## config.mk

```make
export PLATFORM = sky130hd
export DESIGN_NAME = alu_cmd_issuer
export DESIGN_NICKNAME = d
export VERILOG_FILES = /design/src/rtl/alu_cmd_issuer.sv
export SDC_FILE = /design/constraint.sdc
export NUM_CORES = 1
export LEC_CHECK = 0
export ABC_AREA = 1
export BUFFER_PORTS_ARGS = -buffer_cell sky130_fd_sc_hd__buf_2
export CORE_MARGIN = 4
export CORE_UTILIZATION = 40
export DETAILED_ROUTE_END_ITERATION = 8
export GPL_TIMING_DRIVEN = 0
export HOLD_SLACK_MARGIN = 0.02
export PLACE_DENSITY_LB_ADDON = 0.3
export SYNTH_ARGS = -nofsm -noshare
export SYNTH_HDL_FRONTEND = slang
export SYNTH_SLANG_ARGS = --single-unit
```

## constraint.sdc

```tcl
create_clock -name clk -period 1.1 [get_ports clk]
set_clock_uncertainty 0.1 [all_clocks]
set_input_delay 0.165 -clock clk [delete_from_list [all_inputs] [get_ports clk]]
set_output_delay 0.165 -clock clk [all_outputs]
set_load 0.01 [all_outputs]
```

## src/rtl/alu_cmd_issuer.sv

```systemverilog
// Command/response controller for the 4-bit combinational ALU: one operation in flight, fixed settle time.
// Optional ALU_CHAIN_EN adds cmd_chain, which feeds the previous result back in as operand A.
module alu_cmd_issuer #(
    parameter int DATA_W     = 4,
    parameter int SEL_W      = 3,
    parameter int SETTLE_CYC = 1
) (
    input  logic              clk,
    input  logic              rst_n,
    input  logic              cmd_valid,
    output logic              cmd_ready,
    input  logic [DATA_W-1:0] cmd_a,
    input  logic [DATA_W-1:0] cmd_b,
    input  logic [SEL_W-1:0]  cmd_sel,
`ifdef ALU_CHAIN_EN
    input  logic              cmd_chain,
`endif
    output logic [DATA_W-1:0] alu_a,
    output logic [DATA_W-1:0] alu_b,
    output logic [SEL_W-1:0]  alu_sel,
    input  logic [DATA_W-1:0] alu_result,
    input  logic              alu_carry,
    input  logic              alu_zero,
    output logic              rsp_valid,
    input  logic              rsp_ready,
    output logic [DATA_W-1:0] rsp_result,
    output logic              rsp_carry,
    output logic              rsp_zero,
    output logic              busy
);

    localparam int CNT_W = (SETTLE_CYC < 1) ? 1 : $clog2(SETTLE_CYC + 1);

    if (SETTLE_CYC < 1) begin : g_bad_settle
        $error("alu_cmd_issuer: SETTLE_CYC must be >= 1");
    end

    typedef enum logic [1:0] {IDLE, SETTLE, RESP} state_t;

    state_t             state_q, state_d;
    logic [CNT_W-1:0]   count_q, count_d;
    logic [DATA_W-1:0]  alu_a_q, alu_a_d;
    logic [DATA_W-1:0]  alu_b_q, alu_b_d;
    logic [SEL_W-1:0]   alu_sel_q, alu_sel_d;
    logic               rsp_valid_q, rsp_valid_d;
    logic [DATA_W-1:0]  rsp_result_q, rsp_result_d;
    logic               rsp_carry_q, rsp_carry_d;
    logic               rsp_zero_q, rsp_zero_d;
`ifdef ALU_CHAIN_EN
    logic [DATA_W-1:0]  acc_q, acc_d;
`endif

    always_comb begin
        state_d      = state_q;
        count_d      = count_q;
        alu_a_d      = alu_a_q;
        alu_b_d      = alu_b_q;
        alu_sel_d    = alu_sel_q;
        rsp_valid_d  = rsp_valid_q;
        rsp_result_d = rsp_result_q;
        rsp_carry_d  = rsp_carry_q;
        rsp_zero_d   = rsp_zero_q;
`ifdef ALU_CHAIN_EN
        acc_d        = acc_q;
`endif
        case (state_q)
            IDLE: begin
                if (cmd_valid) begin
`ifdef ALU_CHAIN_EN
                    alu_a_d = cmd_chain ? acc_q : cmd_a;
`else
                    alu_a_d = cmd_a;
`endif
                    alu_b_d   = cmd_b;
                    alu_sel_d = cmd_sel;
                    count_d   = CNT_W'(SETTLE_CYC - 1);
                    state_d   = SETTLE;
                end
            end
            SETTLE: begin
                // count reaching zero marks the edge SETTLE_CYC cycles after accept
                if (count_q != '0) begin
                    count_d = count_q - CNT_W'(1);
                end else begin
                    rsp_result_d = alu_result;
                    rsp_carry_d  = alu_carry;
                    rsp_zero_d   = alu_zero;
                    rsp_valid_d  = 1'b1;
`ifdef ALU_CHAIN_EN
                    acc_d        = alu_result;
`endif
                    state_d      = RESP;
                end
            end
            RESP: begin
                if (rsp_ready) begin
                    rsp_valid_d = 1'b0;
                    state_d     = IDLE;
                end
            end
            default: state_d = IDLE;
        endcase
    end

    always_ff @(posedge clk or negedge rst_n) begin
        if (!rst_n) begin
            state_q      <= IDLE;
            count_q      <= '0;
            alu_a_q      <= '0;
            alu_b_q      <= '0;
            alu_sel_q    <= '0;
            rsp_valid_q  <= 1'b0;
            rsp_result_q <= '0;
            rsp_carry_q  <= 1'b0;
            rsp_zero_q   <= 1'b0;
`ifdef ALU_CHAIN_EN
            acc_q        <= '0;
`endif
        end else begin
            state_q      <= state_d;
            count_q      <= count_d;
            alu_a_q      <= alu_a_d;
            alu_b_q      <= alu_b_d;
            alu_sel_q    <= alu_sel_d;
            rsp_valid_q  <= rsp_valid_d;
            rsp_result_q <= rsp_result_d;
            rsp_carry_q  <= rsp_carry_d;
            rsp_zero_q   <= rsp_zero_d;
`ifdef ALU_CHAIN_EN
            acc_q        <= acc_d;
`endif
        end
    end

    assign cmd_ready  = (state_q == IDLE);
    assign busy       = (state_q != IDLE);
    assign alu_a      = alu_a_q;
    assign alu_b      = alu_b_q;
    assign alu_sel    = alu_sel_q;
    assign rsp_valid  = rsp_valid_q;
    assign rsp_result = rsp_result_q;
    assign rsp_carry  = rsp_carry_q;
    assign rsp_zero   = rsp_zero_q;

endmodule

```

# After elaboration in Yosys (flattened, before gate mapping)
# Index checks and enable logic that the tools add are counted.
classes:
  add_sub_neg: 1
  eq_ne: 5
  n_mux: 10
  bitwise: 1
  reduce_logical: 9
op_table:
  columns: ["op", "n"]
  rows:
  - ["2-bit 2-to-1 mux", 3]
  - ["2-bit inequality test, second input constant", 3]
  - ["2-bit case mux with 3 select lines", 1]
  - ["2-bit AND reduction", 3]
  - ["3-bit AND reduction", 2]
  - ["2-bit nonzero test", 3]
  - ["1-bit 2-to-1 mux", 4]
  - ["1-bit case mux with 2 select lines", 2]
  - ["2-bit by 1-bit == test with 1-bit output, second input constant", 1]
  - ["2-bit == test, second input constant", 1]
  - ["2-bit logical NOT", 1]
  - ["1-bit NOT", 1]
  - ["1-bit subtractor, second input constant", 1]
word_totals:
  regBits: 21
  input_bits: 21
  out_inout_bits: 20
  wordCells: 35

# Depth between registers and ports, before layout
depth:
  word_depth: 3
  depth_mapped: 6

# Worst setup path after synthesis
# No wires, ideal clock.
synth_path:
  path_kind: "register to register"
  from: "register state_q[0]"
  to: "register alu_a_q[1] (netlist: alu_a[1])"
  setup_time_ns: 0.117
  t_arrival_ns: 0.903
  slack_ns: -0.020
  path_stages_with_launch: 7
  n_path_buf: 2
  period_less_slack_ns: 1.120
  cell_sequence: "dfrtp_1 > buf_6 > nor2_8 > nand2_4 > buf_6 > nand2_1 > nand2_1"
synth_via:
  elab_chain_len: 2
synth_lines:
  columns: ["item", "line_no", "source"]
  rows:
  - ["from (decl)", "40", "state_t state_q, state_d;"]
  - ["from (signal assigned)", "120", "state_q <= state_d;"]
  - ["2-bit logical NOT", "66", "case (state_q)"]
  - ["2-bit AND reduction (no line)", null, null]
  - ["to (signal assigned)", "122", "alu_a_q <= alu_a_d;"]
  - ["to (decl)", "42", "logic [DATA_W-1:0] alu_a_q, alu_a_d;"]
# Every way passes these cells.
# A chain may end at the register's enable or synchronous reset.

# Final worst setup path
layout_path:
  from: "register state_q[1]"
  to: "output busy"
layout_via:
  elab_chain_len: 1
layout_lines:
  columns: ["item", "line_no", "source"]
  rows:
  - ["2-bit nonzero test", "136", "assign busy = (state_q != IDLE);"]
  - ["to (decl)", "29", "output logic busy"]
# Every way passes these cells.

==> results.cfg <==
[place]
hpwlAfterDp_um = 1330
dpl_cell_area_mm2 = 0.00108
gp_congestion = 0.630
io_buffers = 40

[power_and_ir_drop]
ir_drop_mv = 1.63
p_switching_uw = 1520
leakage_uw = 0.000818
power.density_mw_per_mm2 = 2620
switching_share_pct = 39.3
internal_power_uw = 2350
combPwrFrac_pct = 57.2
clkPwrFrac_pct = 8.6
share_seq_of_total_power_pct = 34.3

[timing]
worst_pin_slew_ps = 442
fmax_mhz = 710
postLayoutSetupSlackWorst_ps = -308
setup_viol = 17
finalCriticalPeriod_ps = 1410
rsz0062_at_grt = yes
slew_viol_final = 0
max_slew_margin_pct = 70.5
finalCritPeriodShare_pct = 128
hold_viol_final = 0

[clocking]
cts_tree = done
cts_inserted_buffers = 3
path_clk_slew_ps = 100
cts_root_buf = clkbuf_4
cts_sinks = 20
cts.path.max_buffers = 2
htree_num_levels = 1
clock_latency_ps = 290

[worst_setup_path]
reg2regPathDepth = 7
path_class = flip-flop to output pin
arrival_ps = 1140
r2r_start = state_q[1]
endpoint = busy
crit_fanout = 4
crit_required_ps = 830
reg2reg_to = alu_a[1]
endpoint_kind = output pin
reg2reg_slack_ps = -230
cp-startpoint = state_q[1]
cp-start-kind = flip-flop

[logic_synthesis]
ys_top_cells_by_area = dfrtp_1 (59%), nand2_1 (15%), nand3_1 (11%), buf_6 (4.0%), nand2_4 (2.7%)
yosysTopAreaCell = dfrtp_1
syn-mean-instance-area_um2 = 9.50
synth_seq_area_share_pct = 59.2
synth_top_area_share_pct = 59.2
ys_types = 11
syn_inst = 89
yosys_warnings = 0
syn_nets = 110
ys_ff_latch = 20
netlist_area_um2 = 846

[outcome]
violations = setup timing
status = finished, violations left

[run]
drv_cap = 0

[grt]
grt_overflow_total = 0
first_global_vias = 815
grt_max_degree = 21
grtUsageTotal_pct = 17.1
grt_pass1_wl_um = 3590
antenna_found_initial = 0

[floorplanning]
coreArea_mm2 = 0.00198
design.die.area_mm2 = 0.00291
fp.dieH_um = 54.0
num_io_pins = 41
rows = 16
die_x_um = 54.0
start_util_pct = 42.7

[route]
postRouteAntennaNets = 0
drt-total-wl_um = 2410
vias = 866
avgViaCountPerCell = 4.49
routedWlPerCell_um = 12.5
drt-initial-drc-count = 13
drc = 0
first_pass_iters = 4

[finish]
drive_gt1_share_pct = 44.6
antenna_cells = 0
fin_area_mm2 = 0.00148
fill_cells = 143
final_net_count = 189
final_core_util_pct = 74.4
synthToLayoutAreaGrowth_pct = 74.4

[hold_path]
hold_path_class = input pin to flip-flop
## routing by layer
metal	vias up	global-route usage (%)	wire length, µm
li1	434	-	-
met1	393	22.6	996
met2	35	28.0	1210
met3	4	3.05	169
met4	0	6.22	27
met5	-	0	0
## critical path, stage by stage, from the launching register on
cell and delay, ps:
dfrtp_2 470, nor2_8 130, buf_6 120, inv_4 30
buf_6 110
## final cells by class
cell class | count | area [µm²] | share of cell area [%]
Tap cell | 27 | 33.8 | 2.29
Buffer | 3 | 31.3 | 2.12
Multi-Input combinational cell | 59 | 308 | 20.9
Timing Repair Buffer | 75 | 544 | 36.9
Inverter | 6 | 32.5 | 2.21
Sequential cell | 20 | 503 | 34.1
Clock buffer | 3 | 22.5 | 1.53
## state kept, by name (all words and copies together) (netlist names)
register and count:
alu_b 4, alu_a 4, rsp_valid 1, alu_sel 3, rsp_zero 1, rsp_result 4
rsp_carry 1, state_q 2
## kinds of logic after synthesis
family | Yosys count | synth area share, %
buffers and inverters | 10 | 7.25
AO/OA/AOI/OAI | 1 | 0.591
AND/OR/NAND/NOR | 58 | 33.0
flip-flops | 20 | 59.2
## metrics by stage
stage                     power (µW)  hold slack [ps]  cells  setup slack [ps]  TNS [ps]
after detailed placement        2790             33.9    156              -119      -807
final                           3860             75.8    193              -308     -2790
after global placement          2730             33.2    156              -108      -566
after global routing            4160             53.1    193              -373     -4570
after floorplan                 2210             -231     89             0.980         0
after CTS                       3400             44.4    185              -344     -2310
## worst min-delay path by stage
| stage | from | to | slack, ps | cells past startpoint |
|---|---|---|---|---|
| 2_1_floorplan | rst_n | alu_a[0] | -230 | 0 |
| 3_3_place_gp | rst_n | rsp_result[3] | 30 | 1 |
| 3_5_place_dp | rst_n | rsp_result[3] | 30 | 1 |
| 4_1_cts | cmd_valid | alu_b[0] | 40 | 3 |
| 5_1_grt | cmd_valid | alu_b[0] | 50 | 3 |
| 6_report | cmd_valid | alu_b[0] | 80 | 3 |
## placed cells by master (no fill, tap or decap), drive strengths merged
master       netlist  layout
nand2             39      39
nand3             18      18
dfrtp             20      20
dlygate4sd3        0      19
buf                4      58
nor2               1       1
clkbuf             0       4
o21ai              1       1
inv                6       6
## Yosys cell counts
cell type  instances
buf_6              3
inv_2              1
nand3_1           18
dfrtp_1           20
inv_1              5
nor2_8             1
nand2_2            3
nand2_1           34
nand2_4            2
o21ai_0            1
buf_2              1
## power by group through the flow
stage	Sequential [µW]	Combinational (µW)	Clock (µW)
4_1_cts	1290	1770	343
3_3_place_gp	1290	1430	0
3_5_place_dp	1300	1480	0
6_report	1320	2210	331
5_1_grt	1360	2420	383
2_1_floorplan	1460	751	0
## repair_timing
| item | CTS | global route |
|---|---|---|
| gates cloned | 0 | 1 |
| hold endpoints to repair | 38 | 0 |
| hold buffers | 19 | 0 |
| buffers inserted | 7 | 9 |
| pin swaps | 2 | 2 |
| setup endpoints to repair | 19 | 40 |
| resized for setup | 4 | 12 |
No activity file was read; power rests on OpenSTA's default activity.
